--- config.mk ---
export PLATFORM = sky130hd
export DESIGN_NAME = ff_gain_stage
export DESIGN_NICKNAME = d
export VERILOG_FILES = /design/src/rtl/ff_gain_stage_pkg.sv /design/src/rtl/ff_gain_stage_sat_scale.sv /design/src/rtl/ff_gain_stage.sv
export SDC_FILE = /design/constraint.sdc
export NUM_CORES = 1
export LEC_CHECK = 0
export ABC_AREA = 0
export CAP_MARGIN = 20
export CORE_MARGIN = 2
export CORE_UTILIZATION = 36
export CTS_BUF_LIST = sky130_fd_sc_hd__clkbuf_8 sky130_fd_sc_hd__clkbuf_16
export DETAILED_ROUTE_END_ITERATION = 16
export DONT_BUFFER_PORTS = 1
export GPL_TIMING_DRIVEN = 1
export PLACE_DENSITY = 0.5
export REMOVE_ABC_BUFFERS = 1
export SETUP_SLACK_MARGIN = 0.05
export SYNTH_ARGS = -nofsm -noshare
export SYNTH_HDL_FRONTEND = slang
export SYNTH_SLANG_ARGS = --single-unit
--- constraint.sdc ---
create_clock -name clk -period 6.9 [get_ports clk]
set_input_delay 0.69 -clock clk [delete_from_list [all_inputs] [get_ports clk]]
set_output_delay 0.69 -clock clk [all_outputs]
set_load 0.02 [all_outputs]
--- src/rtl/ff_gain_stage_pkg.sv ---
// ff_gain_stage_pkg
//   Shared defaults and types for the feed-forward gain stage and any other
//   gain path built from the same pieces.
//   - *_W_DEF / GAIN_SHIFT_DEF : default parameter values
//   - ff_state_t               : pulse-statistics FSM state
package ff_gain_stage_pkg;

  localparam int DIN_W_DEF      = 13;
  localparam int GAIN_W_DEF     = 7;
  localparam int DOUT_W_DEF     = 16;
  localparam int GAIN_SHIFT_DEF = 3;
  localparam int CNT_W_DEF      = 10;

  typedef enum logic [1:0] {
    ST_IDLE    = 2'd0,
    ST_ACTIVE  = 2'd1,
    ST_PUBLISH = 2'd2
  } ff_state_t;

endpackage

--- src/rtl/ff_gain_stage_sat_scale.sv ---
// sat_scale
//   Combinational arithmetic right shift followed by saturation to a narrower
//   signed word.
//   Ports:
//     din  : signed product, IN_W bits
//     dout : signed result clamped to [-2^(OUT_W-1), 2^(OUT_W-1)-1]
//     sat  : high when clamping took place
//   IN_W must be larger than OUT_W.
module sat_scale #(
  parameter int IN_W  = 21,
  parameter int OUT_W = 16,
  parameter int SHIFT = 3
) (
  input  logic signed [IN_W-1:0]  din,
  output logic signed [OUT_W-1:0] dout,
  output logic                    sat
);

  localparam logic signed [IN_W-1:0] MAX_V = IN_W'((64'sd1 <<< (OUT_W - 1)) - 64'sd1);
  // Bitwise inverse of the positive limit is exactly the negative limit.
  localparam logic signed [IN_W-1:0] MIN_V = ~MAX_V;

  logic signed [IN_W-1:0] shifted;

  assign shifted = din >>> SHIFT;

  always_comb begin
    sat  = 1'b0;
    dout = shifted[OUT_W-1:0];
    if (shifted > MAX_V) begin
      sat  = 1'b1;
      dout = {1'b0, {(OUT_W - 1){1'b1}}};
    end else if (shifted < MIN_V) begin
      sat  = 1'b1;
      dout = {1'b1, {(OUT_W - 1){1'b0}}};
    end
  end

endmodule

--- src/rtl/ff_gain_stage.sv ---
// ff_gain_stage
//   Feed-forward gain stage ahead of the amplifier-drive output. During the
//   store-strobe window it computes (din - offset) * gain, shifts and
//   saturates to the drive word, and forwards a strobe aligned with the
//   result. Gain changes only take effect between pulses. Per-pulse
//   saturation statistics are reported to the host.
//   Ports:
//     clk, rst     : clock, asynchronous active-high reset
//     store_strb   : processing window from upstream
//     din, offset  : signed sample and offset subtracted from it
//     gain_new     : host gain value, captured on gain_load
//     dout         : scaled, saturated drive word (2-cycle latency)
//     strb_out     : store_strb delayed 2 cycles, aligned with dout
//     gain_active  : gain currently multiplying the samples
//     sat_flag     : a sample of the current/last pulse saturated
//     sat_count    : saturated-sample count of the last completed pulse
//     fsm_state    : pulse-statistics FSM state, for observation
//   Handshake: there is no back-pressure; store_strb/strb_out act as valid
//   qualifiers and data is meaningful only on cycles where they are high.
module ff_gain_stage
  import ff_gain_stage_pkg::*;
#(
  parameter int DIN_W      = DIN_W_DEF,
  parameter int GAIN_W     = GAIN_W_DEF,
  parameter int DOUT_W     = DOUT_W_DEF,
  parameter int GAIN_SHIFT = GAIN_SHIFT_DEF,
  parameter int CNT_W      = CNT_W_DEF
) (
  input  logic                     clk,
  input  logic                     rst,
  input  logic                     store_strb,
  input  logic signed [DIN_W-1:0]  din,
  input  logic signed [DIN_W-1:0]  offset,
  input  logic signed [GAIN_W-1:0] gain_new,
  input  logic                     gain_load,
  output logic signed [DOUT_W-1:0] dout,
  output logic                     strb_out,
  output logic signed [GAIN_W-1:0] gain_active,
  output logic                     sat_flag,
  output logic [CNT_W-1:0]         sat_count,
  output ff_state_t                fsm_state
);

  localparam int DIFF_W = DIN_W + 1;
  localparam int PROD_W = DIFF_W + GAIN_W;

  // ---------------- stage 1: offset subtraction ----------------
  logic signed [DIFF_W-1:0] diff_q;
  logic                     strb_d1;

  always_ff @(posedge clk or posedge rst) begin
    if (rst) begin
      diff_q  <= '0;
      strb_d1 <= 1'b0;
    end else begin
      strb_d1 <= store_strb;
      if (store_strb) begin
        diff_q <= {din[DIN_W-1], din} - {offset[DIN_W-1], offset};
      end else begin
        diff_q <= '0;
      end
    end
  end

  // ---------------- stage 2: gain, shift, saturate ----------------
  logic signed [PROD_W-1:0] prod;
  logic signed [DOUT_W-1:0] scaled;
  logic                     scaled_sat;
  logic                     sat_q;

  assign prod = PROD_W'(diff_q) * PROD_W'(gain_active);

  sat_scale #(
    .IN_W  (PROD_W),
    .OUT_W (DOUT_W),
    .SHIFT (GAIN_SHIFT)
  ) u_sat_scale (
    .din  (prod),
    .dout (scaled),
    .sat  (scaled_sat)
  );

  always_ff @(posedge clk or posedge rst) begin
    if (rst) begin
      dout     <= '0;
      sat_q    <= 1'b0;
      strb_out <= 1'b0;
    end else begin
      dout     <= scaled;
      sat_q    <= scaled_sat;
      strb_out <= strb_d1;
    end
  end

  // ---------------- gain latch ----------------
  // The middle pipeline stage is also required to be empty so that a
  // one-cycle pulse still in flight is scaled by the gain it started with.
  logic signed [GAIN_W-1:0] gain_pending;
  logic                     pend;
  logic                     gain_apply;

  assign gain_apply = pend && !store_strb && !strb_d1 && !strb_out;

  always_ff @(posedge clk or posedge rst) begin
    if (rst) begin
      gain_active  <= '0;
      gain_pending <= '0;
      pend         <= 1'b0;
    end else begin
      if (gain_apply) begin
        gain_active <= gain_pending;
      end
      // A load on the apply cycle keeps pend set, so the new value is
      // applied on the following cycle.
      if (gain_load) begin
        gain_pending <= gain_new;
        pend         <= 1'b1;
      end else if (gain_apply) begin
        pend <= 1'b0;
      end
    end
  end

  // ---------------- pulse statistics FSM ----------------
  ff_state_t        state_q;
  ff_state_t        state_d;
  logic             pulse_start;
  logic             pulse_count;
  logic             pulse_publish;
  logic [CNT_W-1:0] sat_cnt_q;

  always_ff @(posedge clk or posedge rst) begin
    if (rst) begin
      state_q <= ST_IDLE;
    end else begin
      state_q <= state_d;
    end
  end

  always_comb begin
    state_d = state_q;
    case (state_q)
      ST_IDLE:    if (strb_out) state_d = ST_ACTIVE;
      ST_ACTIVE:  if (!strb_out) state_d = ST_PUBLISH;
      ST_PUBLISH: state_d = strb_out ? ST_ACTIVE : ST_IDLE;
      default:    state_d = ST_IDLE;
    endcase
  end

  // The first sample of a pulse is seen in the same cycle the pulse is
  // detected, so a start also counts that sample.
  always_comb begin
    pulse_start   = 1'b0;
    pulse_count   = 1'b0;
    pulse_publish = 1'b0;
    case (state_q)
      ST_IDLE:    pulse_start = strb_out;
      ST_ACTIVE:  pulse_count = strb_out && sat_q;
      ST_PUBLISH: begin
        pulse_publish = 1'b1;
        pulse_start   = strb_out;
      end
      default: ;
    endcase
  end

  always_ff @(posedge clk or posedge rst) begin
    if (rst) begin
      sat_flag  <= 1'b0;
      sat_cnt_q <= '0;
      sat_count <= '0;
    end else begin
      if (pulse_start) begin
        sat_flag  <= sat_q;
        sat_cnt_q <= {{(CNT_W - 1){1'b0}}, sat_q};
      end else if (pulse_count) begin
        sat_flag <= 1'b1;
        if (sat_cnt_q != '1) begin
          sat_cnt_q <= sat_cnt_q + 1'b1;
        end
      end
      if (pulse_publish) begin
        sat_count <= sat_cnt_q;
      end
    end
  end

  assign fsm_state = state_q;

endmodule

==> run metrics, run 1 <==
Hold Startpoint store_strb; Worst setup EP type flop; Final min period 6.09 ns; Reg2Reg Setup Slack 0.81 ns; Max FO, Critical Path 16; crit-path most repeated cell fa_1; Endpoint, Worst Hold strb_d1$_DFF_PP0_; setup ws final approximately 0.8 ns; root buffer cell clkbuf_16; Slew headroom 0.370; setup bufs post-CTS 0; placer's final routability congestion estimate 0.834; DRC viols 0; largest net degree at the start of global routing between 70 and 80; Net Sw Frac 0.486; DR WL/cell 14.1 um; Rows 50; number of CTS-inserted buffers 9; DR vias/cell 4.81; cell internal pwr 1.74 mW; TritonCTS clock tree yes; Hold-fix buffers, CTS 0; startpoint types flop; reg2reg path depth 15; number of max-cap violations 0; effective utilization at floorplan 0.367; Final Cycle Share 0.883; first-pass GRT wire length ~23000 um; Antenna Nets Post-Route 0; Filler cells about 1900; post_cts resized 0; worst r2r dst dout[14]$_DFF_PP0_; clock power share 0.140; most frequent cells in the layout inv_1 (118), and2_1 (83), fa_1 (75); Die Width between 100 and 150 um; RSZ-0062 raised after global routing no; total leakage power 3.67 nW; Post-Place Setup Slack 0.779 ns; CTS sink cnt 71; number of diodes 0; CP required 7.08 ns; routed vias 4464; initial DRC count 185; worst slew pin tran around 0.94 ns; Fmax 164 MHz; register bit total from synthesis 71; Final setup violation count 0; Worst VDD drop 0.000179 V; Hold Fails Final Rpt 0; Final Skew 0.00719 ns; Cell variety after synth 56; Post-Route WL 13100 um; status completed; Worst Hold Depth 0; r2r startpoint gain_active[3]$_DFFE_PP0P_; Total Power between 3 and 4 mW; Slew Viols, Final 0; Max clock buf depth 2; CP max stage cell fa_1; core area roughly 19000 um2; CP cell instances and2_1 -> fa_1 -> inv_1 -> fa_1 -> fa_1 -> fa_1 -> inv_1 -> ha_1 -> nand2_1 -> o21ai_0 -> mux2_2 -> a221oi_1 -> nand2_2 -> a211oi_2 -> o21ai_0; GRT Total Usage 0.139; cells after synthesis 692; H-tree levels 3; P&R area growth vs syn 7.85%; setup_tns 0 ns; crit path kind reg2reg; initial antenna violation count 0; detailed placement HPWL 11000 um; Mean Syn Cell Area 9.88 um2; Hold Crit Class in2reg; fraction of layout cells with a size suffix above 1 0.0764; Post-Syn Area slightly below 7000 um2; Power Density between 400 and 500 nW/um2; Ys Warns 0; I/O pin total 74; post-synthesis sequential area ratio 0.260; clk_lat worst skew 0.34 ns; DIE AREA 20100 um2; most common cell after layout, fill and taps aside inv_1; Reg clk slew, reported paths 0.06 ns; Post-synth ARST share 1.00; Die Ht between 100 and 150 um; Synth Flop Type dfrtp_1; Crit path largest cell delay 0.72 ns; Seq pwr share 0.215; total net switching power about 1.6 mW; Post-synth EDFFs 0; CP arrival between 6 and 7 ns; Comb power frac 0.645; final net count about 860; first-pass iteration count of the detailed router 4; PortBufs 0; GRT Residual Overflow 0; number of global-route vias before repair 4762
worst max-delay path by stage:
stage                                    end                        from  slack, ns
after global placement    dout[14]$_DFF_PP0_  gain_active[2]$_DFFE_PP0P_        1.0
after floorplan           dout[14]$_DFF_PP0_  gain_active[6]$_DFFE_PP0P_       1.57
after detailed placement  dout[14]$_DFF_PP0_  gain_active[2]$_DFFE_PP0P_       0.78
final                     dout[14]$_DFF_PP0_  gain_active[3]$_DFFE_PP0P_       0.81
after global routing      dout[14]$_DFF_PP0_  gain_active[2]$_DFFE_PP0P_       0.36
after CTS                 dout[14]$_DFF_PP0_  gain_active[2]$_DFFE_PP0P_       0.77
Yosys cell counts, drive strengths merged, types with 4 or more instances:
library cell  instances  area, um2
nand2                36        138
nand2b                6       37.5
o21a                  5       37.5
clkbuf               11       41.3
o21ai                20        104
xor2                 16        140
nor2                 27        101
nand3                14       70.1
a21oi                32        160
nand4                 7       43.8
fa                   75       1500
or3                   5       31.3
a211oi                4       35.0
and3                  7       48.8
xnor2                19        166
dfrtp                71       1780
nor2b                 6       37.5
ha                   54        676
buf                   4       31.3
and2                 85        536
inv                 119        447
a21o                 11       83.8
mux2                 23        259
metal layers:
layer / track usage / share of wire / wire, um / up-vias
met5: 0 / 0 / 0 / -
met1: 0.184 / 0.49 / 6360 / 2164
met3: 0.0290 / 0.029 / 383 / 12
li1: - / - / - / 2221
met4: 0.0405 / 0.012 / 161 / 0
met2: 0.231 / 0.47 / 6180 / 67
final cells by class:
cell class              instances  area, um2  share of cell area
clock buffers                  11        253              0.0343
clock inverters                 5       56.3             0.00763
inverters                     119        447              0.0606
multi-input cells             487       4540               0.616
flip-flops and latches         71       1780               0.241
well taps                     234        293              0.0397
repair buffers                  1       7.51             0.00102
critical path: cells and delay by family (launching register included):
| family | cells | cell delay, ns |
|---|---|---|
| buf+inv | 2 | 0.15 |
| flops | 1 | 0.60 |
| mux | 1 | 0.37 |
| fa+ha+maj | 5 | 2.69 |
| compound gates | 4 | 1.50 |
| simple gates | 3 | 0.59 |
power by group through the flow:
stage                     clock (mW)  combinational [mW]  sequential (mW)
after floorplan                    0                1.79            0.691
after global placement             0                2.17            0.740
after detailed placement           0                2.20            0.742
after CTS                      0.487                2.22            0.735
after global routing           0.503                2.53            0.749
final                          0.473                2.19            0.730
state kept, by name (all words and copies together) (netlist names):
signal / cells
sat_count: 10
sat_flag: 1
pend: 1
strb_d1: 1
strb_out: 1
gain_pending: 7
fsm_state: 2
dout: 16
sat_q: 1
sat_cnt_q: 10
gain_active: 7
diff_q: 14
cell families after synthesis:
| family | Yosys count | share of synthesized area |
|---|---|---|
| xor+xnor | 35 | 0.0448 |
| fa+ha+maj | 129 | 0.318 |
| simple gates | 202 | 0.164 |
| mux | 26 | 0.0423 |
| buf+inv | 134 | 0.0759 |
| flops | 71 | 0.260 |
| compound gates | 95 | 0.0946 |
through the flow:
stage / util / cell area [um2] / hold slack (ns) / instances
5_1_grt: 0.396 / 7380 / 0.362 / 928
6_report: 0.396 / 7380 / 0.377 / 928
3_3_place_gp: 0.379 / 7070 / 0.379 / 912
2_1_floorplan: - / 6770 / 0.373 / 677
3_5_place_dp: 0.379 / 7070 / 0.380 / 912
4_1_cts: 0.396 / 7380 / 0.365 / 928
Power figures use the tool's default switching activity.
==> run 2, diff against run 1 <==
- CORE_ASPECT_RATIO: not set -> 0.9
- GPL_ROUTABILITY_DRIVEN: not set -> 0
==> run 2 against run 1 <==
Effect of this change: via count rose by 0.18%; count of clock-buffer cells in the layout fell by 2; first-iteration DRC count rose by 1.6%; sequential power fell by 0.5%; largest power group unchanged; design area rose by 0.17%; global-route usage rose by 0.25 points; critical path depth did not move; combinational power barely moved; critical path type unchanged; highest routed layer unchanged; non-clock buffer count rose by 1; sequential share of layout area barely moved.
==> run metrics, run 2 (synthesis gave the netlist of run 1 again) <==
Die Width 149 um (+5.3%); number of max-cap violations 0 (unchanged); Slew Viols, Final 0 (unchanged); initial antenna violation count 0 (unchanged); effective utilization at floorplan 0.369 (+0.00235); DRC viols 0 (unchanged); startpoint types flop; largest net degree at the start of global routing 72 (unchanged); Reg with most FFs dout; number of global-route vias before repair 4673 (-1.9%); clk_lat worst skew 0.34 ns (about the same); detailed placement HPWL 11300 um (+3.1%); Fmax 168 MHz (+2.2%); first-pass iteration count of the detailed router 5 (+1); crit path kind reg2reg; CP required 7.09 ns (about the same); routed vias 4472 (+0.18%); setup_tns 0 ns (unchanged); Worst setup EP type flop; DR WL/cell 14.3 um (+1.1%); initial DRC count 188 (+1.6%); CTS sink cnt 71 (unchanged); Antenna Nets Post-Route 0 (unchanged); most common cell after layout, fill and taps aside inv_1; Slew headroom 0.323 (-0.0474); Post-Route WL 13400 um (+2.5%); setup bufs post-CTS 0 (unchanged); Hold Fails Final Rpt 0 (unchanged); DP Cell Count 924 (+1.3%); Final setup violation count 0 (unchanged); PortBufs 0 (unchanged); Top Registers dout x16, diff_q x14; Reg clk slew, reported paths 0.06 ns (about the same); Largest register FFs 16 (unchanged); worst slew pin tran 1.01 ns (+0.0705 ns); DR vias/cell 4.75 (-1.2%); GRT Total Usage 0.142 (+0.00253); Rows 47 (-6.0%); fraction of layout cells with a size suffix above 1 0.0777 (+0.00133); Power Density 460 nW/um2 (about the same); final cell count without fillers 941 (+1.4%); Worst VDD drop 0.000249 V (+39%); P&R area growth vs syn 8.03%; Final Cycle Share 0.864 (-0.0190); core area 18500 um2 (-0.64%); Filler cells 1819 (-3.9%); root buffer cell clkbuf_16; Hold-fix buffers, CTS 0 (unchanged); total leakage power 3.66 nW (-0.13%); GRT Residual Overflow 0 (unchanged); H-tree levels 3 (unchanged); TritonCTS clock tree yes; Max FO, Critical Path 16 (unchanged); most frequent cells in the layout inv_1 (118), and2_1 (83), fa_1 (75); first-pass GRT wire length 22900 um (+1.2%); Max clock buf depth 2 (unchanged); final net count 856 (+0.12%); post_cts resized 0 (unchanged); I/O pin total 74 (unchanged); Final min period 5.96 ns (-0.131 ns); Final Skew 0.00793 ns (+0.000736 ns); Hold Crit Class in2reg; number of CTS-inserted buffers 9 (unchanged); RSZ-0062 raised after global routing no; DIE AREA 20100 um2 (about the same); Die Ht 135 um (-5.0%); status completed; CP arrival 6.15 ns (-0.12 ns)
## run 2: cell count changes in the layout (fill, tap and decap cells not counted)
cell | previous run | this run
clkbuf_8 | 2 | 0
buf_4 | 1 | 2
inv_6 | 0 | 1
clkinvlp_4 | 1 | 2
diode_2 | 0 | 1
## run 2: layout make-up
cell class / instances / area [um2] / share of cell area
sequential: 71 / 1780 / 0.240
clock buffer: 9 / 225 / 0.0305
tap: 245 / 307 / 0.0415
inverter: 119 / 447 / 0.0605
antenna: 1 / 2.50 / 0.000339
multi-input combinational: 487 / 4540 / 0.615
timing repair buffer: 2 / 15.0 / 0.00203
clock inverter: 7 / 72.6 / 0.00982
## run 2: metal layers
layer	share of wire	wire length, um	vias to the layer above	GRT usage
met2	0.45	6020	104	0.222
li1	-	-	2229	-
met5	0	0	-	0
met4	0.0093	125	0	0.0354
met3	0.036	486	10	0.0270
met1	0.51	6780	2129	0.202
## run 2: worst paths after layout
check	start	to	slack, ns	cells after the start
min in group asynchronous	rst	gain_active[4]$_DFFE_PP0P_	0.50	2
max in group asynchronous	rst	dout[8]$_DFF_PP0_	5.83	2
worst max register to register	gain_active[2]$_DFFE_PP0P_	dout[14]$_DFF_PP0_	0.94	15
worst min register to register	strb_d1$_DFF_PP0_	strb_out$_DFF_PP0_	0.39	0
worst max-delay path	gain_active[2]$_DFFE_PP0P_	dout[14]$_DFF_PP0_	0.94	15
worst min-delay path	store_strb	strb_d1$_DFF_PP0_	0.38	0
## run 2: where the power goes
group	switching, mW	leakage, nW	internal, mW
Sequential	0.190	0.883	0.536
Clock	0.177	0.142	0.280
Combinational	1.30	2.64	0.913
Total	1.67	3.66	1.73
## run 2: worst max-delay path, cell delays in order, from the launching register on
cell	delay, ns
dfrtp_1	0.62
and2_1	0.33
fa_1	0.70
inv_1	0.11
fa_1	0.59
fa_1	0.45
fa_1	0.52
inv_1	0.05
ha_1	0.44
nand2_1	0.08
o21ai_0	0.26
mux2_2	0.37
a221oi_1	0.34
nand2_2	0.20
a211oi_2	0.60
o21ai_0	0.15
## run 2: stage by stage
step                      cell area (um2)  setup WS, ns  power (mW)  hold slack, ns   util
after floorplan                      6770          1.57        2.48           0.373      -
after global placement               7090          1.09        2.94           0.380  0.383
after detailed placement             7090         0.905        2.96           0.379  0.383
after CTS                            7390         0.904        3.44           0.368  0.399
after global routing                 7390         0.533        3.79           0.362  0.399
final                                7390         0.940        3.40           0.377  0.399
==> patch 1, RTL diff (config.mk and constraints of run 1) <==
Make the reset (`rst`) synchronous in 5 clocked blocks. Comments in the files are not updated.
--- a/src/rtl/ff_gain_stage.sv
+++ b/src/rtl/ff_gain_stage.sv
@@ -49,5 +49,5 @@
   logic                     strb_d1;
 
-  always_ff @(posedge clk or posedge rst) begin
+  always_ff @(posedge clk) begin
     if (rst) begin
       diff_q  <= '0;
@@ -81,5 +81,5 @@
   );
 
-  always_ff @(posedge clk or posedge rst) begin
+  always_ff @(posedge clk) begin
     if (rst) begin
       dout     <= '0;
@@ -102,5 +102,5 @@
   assign gain_apply = pend && !store_strb && !strb_d1 && !strb_out;
 
-  always_ff @(posedge clk or posedge rst) begin
+  always_ff @(posedge clk) begin
     if (rst) begin
       gain_active  <= '0;
@@ -130,5 +130,5 @@
   logic [CNT_W-1:0] sat_cnt_q;
 
-  always_ff @(posedge clk or posedge rst) begin
+  always_ff @(posedge clk) begin
     if (rst) begin
       state_q <= ST_IDLE;
@@ -165,5 +165,5 @@
   end
 
-  always_ff @(posedge clk or posedge rst) begin
+  always_ff @(posedge clk) begin
     if (rst) begin
       sat_flag  <= 1'b0;
Formal check against the unedited RTL: differs if rst is asserted again (counterexample within 4 cycles, from zero or initial values and one cycle with rst high); with rst held inactive, the same outputs for 4 cycles.
==> patch 1 against run 1 <==
Global-route usage increased by 0.84 points. Sequential cell count stayed put. Worst setup slack improved by 480 ps. Area after synthesis down 1.8%. Wire length is 6.1% higher. Utilization grew 0.20 points. Final area fell by 2.2%. Non-clock buffer count unchanged.
Power is left out: it rests on default switching activity, and per cell area and clock period it moved more than threefold.
==> patch 1: results (changes against run 1) <==
metric;value;unit;change
status;finished, final reports clean;;
postcts setup bufs;0;;unchanged
fillers;1866;;-1.4%
Slowest-stage cell, CP;dfxtp_1;;
hold_sp;rst;;
initial antenna violation count;0;;unchanged
asr flop ratio synth;0;%;-100 points
drt initial violations;256;;+38%
Tot GR Track Use;14.74;%;+0.84 points
clk buf depth;2;;unchanged
post-detail-place hpwl;11700;um;+6.7%
number of global-route vias before repair;4908;;+3.1%
reg2reg setup slack;1290;ps;+480 ps
path category of the worst min-delay check;primary input to flip-flop;;
largest net degree at the start of global routing;45;;-38%
post-synth cell types;70;;+25%
post_cts resized;0;;unchanged
Synthesis Warnings;0;;unchanged
first-pass iteration count of the detailed router;5;;+1
RR Endpoint;dout[9]$_SDFF_PP0_;;
DRT Wirelength;13890;um;+6.1%
fin nets;906;;+6.0%
largest registers;dout: 16 flops, diff_q: 14 flops;;
reg2reg path depth;16;;+1
sequential fraction of the synthesis area;21.15;%;-4.8 points
FF-to-FF Start;gain_active[6]$_SDFFE_PP0P_;;
share of post-route cells with drive strength above 1;6.309;%;-1.3 points
Num CTS Buffers;9;;unchanged
Placed Cells;957;;+4.9%
Worst-Margin Slew;726.0;ps;-210.7 ps
Clock Pin Slew Worst Setup and Hold Paths;50;ps;
list of most frequent post-synthesis cells;116 x inv_1, 75 x fa_1, 71 x dfxtp_1, 71 x nand2_1, 69 x and2_1;;
CP startpoint kind;flip-flop;;
H-Tree Depth;3;;unchanged
Place WS;1245;ps;+465.6 ps
largest incremental delay on the critical path;600;ps;-120 ps
final worst-path cycle share;81.33;%;-6.9 points
Port Buf Inserts;0;;unchanged
hold path cells;1;;+1
crit path max fanout;15;;-1
global-route wire length before repair;23940;um;+5.5%
Primary FF master, synth;dfxtp_1;;
gp weighted congestion;0.8966;;+7.5%
crit path capture;dout[9]$_SDFF_PP0_;;
Routed WL per cell;14.26;um;+1.1%
Hold EP;dout[15]$_SDFF_PP0_;;
post-DR vias/cell;5.020;;+4.3%
Setup Skew;6.614;ps;-0.5768 ps
Area contributors post-synth;fa_1 22%, dfxtp_1 21%, ha_1 10%;;
Antenna Cells;0;;unchanged
syn_area_per_cell;8.923;um2;-9.7%
## patch 1: changes by cell type after synthesis, moves of 14 or more
cell     delta
dfrtp_1    -71
nand2_1    +36
mux2_2     -23
nor2_1     +17
dfxtp_1    +71
and2_1     -14
## patch 1: worst max-delay path, delay by kind of cell (launching register included)
family	cells	cell delay [ps]
adder cells (fa/ha/maj)	5	2440
AO/OA/AOI/OAI	7	1750
flip-flops	1	600
buffers and inverters	3	430
AND/OR/NAND/NOR	1	230
## patch 1: layer usage
layer	track usage, %	vias up	wire length, um
met2	23.77	95	6281
met5	0	-	0
met1	19.64	2354	6760
met3	3.125	22	530
met4	5.316	0	312
li1	-	2418	-
## patch 1: cell families after synthesis
| kind of cell | after synthesis | share of synthesized area (%) |
|---|---|---|
| flip-flops | 71 | 21.15 |
| XOR/XNOR | 28 | 3.762 |
| adder cells (fa/ha/maj) | 129 | 32.40 |
| AND/OR/NAND/NOR | 250 | 19.37 |
| buffers and inverters | 142 | 8.287 |
| multiplexers | 9 | 1.341 |
| AO/OA/AOI/OAI | 124 | 13.69 |
## patch 1: cell type report
class	instances	share of cell area, %
repair buffers	1	0.06935
clock buffers	10	3.311
flip-flops and latches	71	19.69
inverters	117	6.085
clock inverters	6	1.179
multi-input cells	540	65.69
well taps	229	3.970
## patch 1: metrics by stage
step,hold slack [ps],instance area [um2]
global route,405.5,7217
global placement,433.7,6888
CTS,405.6,7212
floorplan,425.1,6601
finish,430.5,7217
detailed placement,439.0,6888
==> patch 2, RTL diff (flow settings as in run 1) <==
Made on the original files. The package constant `CNT_W_DEF` goes from 10 to 14.
--- a/src/rtl/ff_gain_stage_pkg.sv
+++ b/src/rtl/ff_gain_stage_pkg.sv
@@ -10,5 +10,5 @@
   localparam int DOUT_W_DEF     = 16;
   localparam int GAIN_SHIFT_DEF = 3;
-  localparam int CNT_W_DEF      = 10;
+  localparam int CNT_W_DEF      = 14;
 
   typedef enum logic [1:0] {
Ports: changed (resized sat_count); port bits go from 74 to 78. The function was not compared with the original's and may differ.
==> patch 2 against run 1 <==
Worst setup slack improved by 300 ps. Power increased by 8.1%. Area after synthesis increased by 6.5%. Sequential cell count increased by 8. Clock skew increased by 0.77 ps. Final area increased by 7.0%. Wire length increased by 13%. Non-clock buffer count increased by 2. Final cell count increased by 9.7%. Clock power increased by 7.0%. Maximum frequency increased by 5.2%. Sequential power increased by 5.5%. Critical endpoint is now sat_q$_DFF_PP0_.
==> patch 2: results (changes against run 1) <==
metric;value;unit;change
post-detail-place hpwl;12140;um;+11%
Switching Fraction;48.12;%;-0.48 points
Vias;4958;;+11%
Routed WL per cell;14.56;um;+3.3%
critical path endpoint category;flip-flop;;
Critical Path AT;6040;ps;-230 ps
gp weighted congestion;0.8090;;-3.0%
Primary FF master, synth;dfrtp_1;;
met2 Use GR;23.16;%;+0.089 points
Met2 Wirelength;6808;um;+10%
sequential fraction of the synthesis area;27.13;%;+1.2 points
CP startpoint kind;flip-flop;;
initial antenna violation count;1;;+1
number of global-route vias before repair;5098;;+7.1%
fin nets;909;;+6.3%
Biggest register;dout;;
RR Endpoint;sat_q$_DFF_PP0_;;
path category of the worst min-delay check;primary input to async pin;;
Place WS;1122;ps;+343.2 ps
peak supply drop;0.0002741;V;+53%
postcts setup bufs;0;;unchanged
Worst-Margin Slew;972.6;ps;+35.97 ps
Setup Skew;7.957;ps;+0.7654 ps
combinational group share of total power;65.2;%;+0.7 points
drt initial violations;208;;+12%
status;finished, final reports clean;;
CTS root buf;clkbuf_16;;
H-Tree Depth;3;;unchanged
asr flop ratio synth;100.0;%;unchanged
first-pass iteration count of the detailed router;4;;unchanged
met3 Use GR;3.000;%;+0.098 points
Area contributors post-synth;dfrtp_1 27%, fa_1 21%, ha_1 9.3%;;
post-synth cell types;58;;+3.6%
Leak;3.812;nW;+3.9%
list of most frequent post-synthesis cells;125 x inv_1, 82 x and2_1, 79 x dfrtp_1;;
Antenna Cells;0;;unchanged
wire length on met3;539;um;+41%
Slowest-stage cell, CP;nor2_1;;
Final WS setup;1107;ps;+298.5 ps
reg2reg path depth;17;;+2
global-route wire length before repair;25160;um;+11%
Syn Inst Count;746;;+7.8%
Clock Pin Slew Worst Setup and Hold Paths;60;ps;about the same
share of post-route cells with drive strength above 1;7.086;%;-0.55 points
largest incremental delay on the critical path;730;ps;
Placement Cell Area;7571;um2;+7.1%
largest net degree at the start of global routing;68;;-5.6%
setup tns final;0;ps;unchanged
Port Buf Inserts;0;;unchanged
Routed met1 length;7294;um;+15%
Tot GR Track Use;14.32;%;+0.43 points
Reg power frac;21.0;%;-0.5 points
fin cells;1018;;+9.7%
max reg flops;16;;unchanged
met1 Use GR;19.87;%;+1.5 points
worst-skew pair later-pin latency;340;ps;about the same
Top Layer Used;met5;;
==> patch 2: final cells by class <==
cell class	instances	area, um2
fillers	2032	12140
inverters	125	470.5
repair buffers	3	22.52
clock inverters	6	85.08
well taps	270	337.8
flip-flops and latches	79	1977
clock buffers	10	239.0
multi-input cells	525	4763
==> patch 2: cells by family (layout without fill, tap and decap cells) <==
group / count (synthesis) / after routing / synth area share (%)
AND/OR/NAND/NOR: 225 / 225 / 16.69
buffers and inverters: 142 / 144 / 7.488
adder cells (fa/ha/maj): 129 / 129 / 29.88
AO/OA/AOI/OAI: 108 / 108 / 10.27
flip-flops: 79 / 79 / 27.13
XOR/XNOR: 37 / 37 / 4.551
multiplexers: 26 / 26 / 3.984
==> patch 2: stage by stage <==
stage               hold WS, ps  total power, mW
finish                    133.0            3.664
detailed placement        385.8            3.184
floorplan                 372.9            2.656
global placement          378.3            3.155
global route              133.2            4.091
CTS                       125.5            3.712
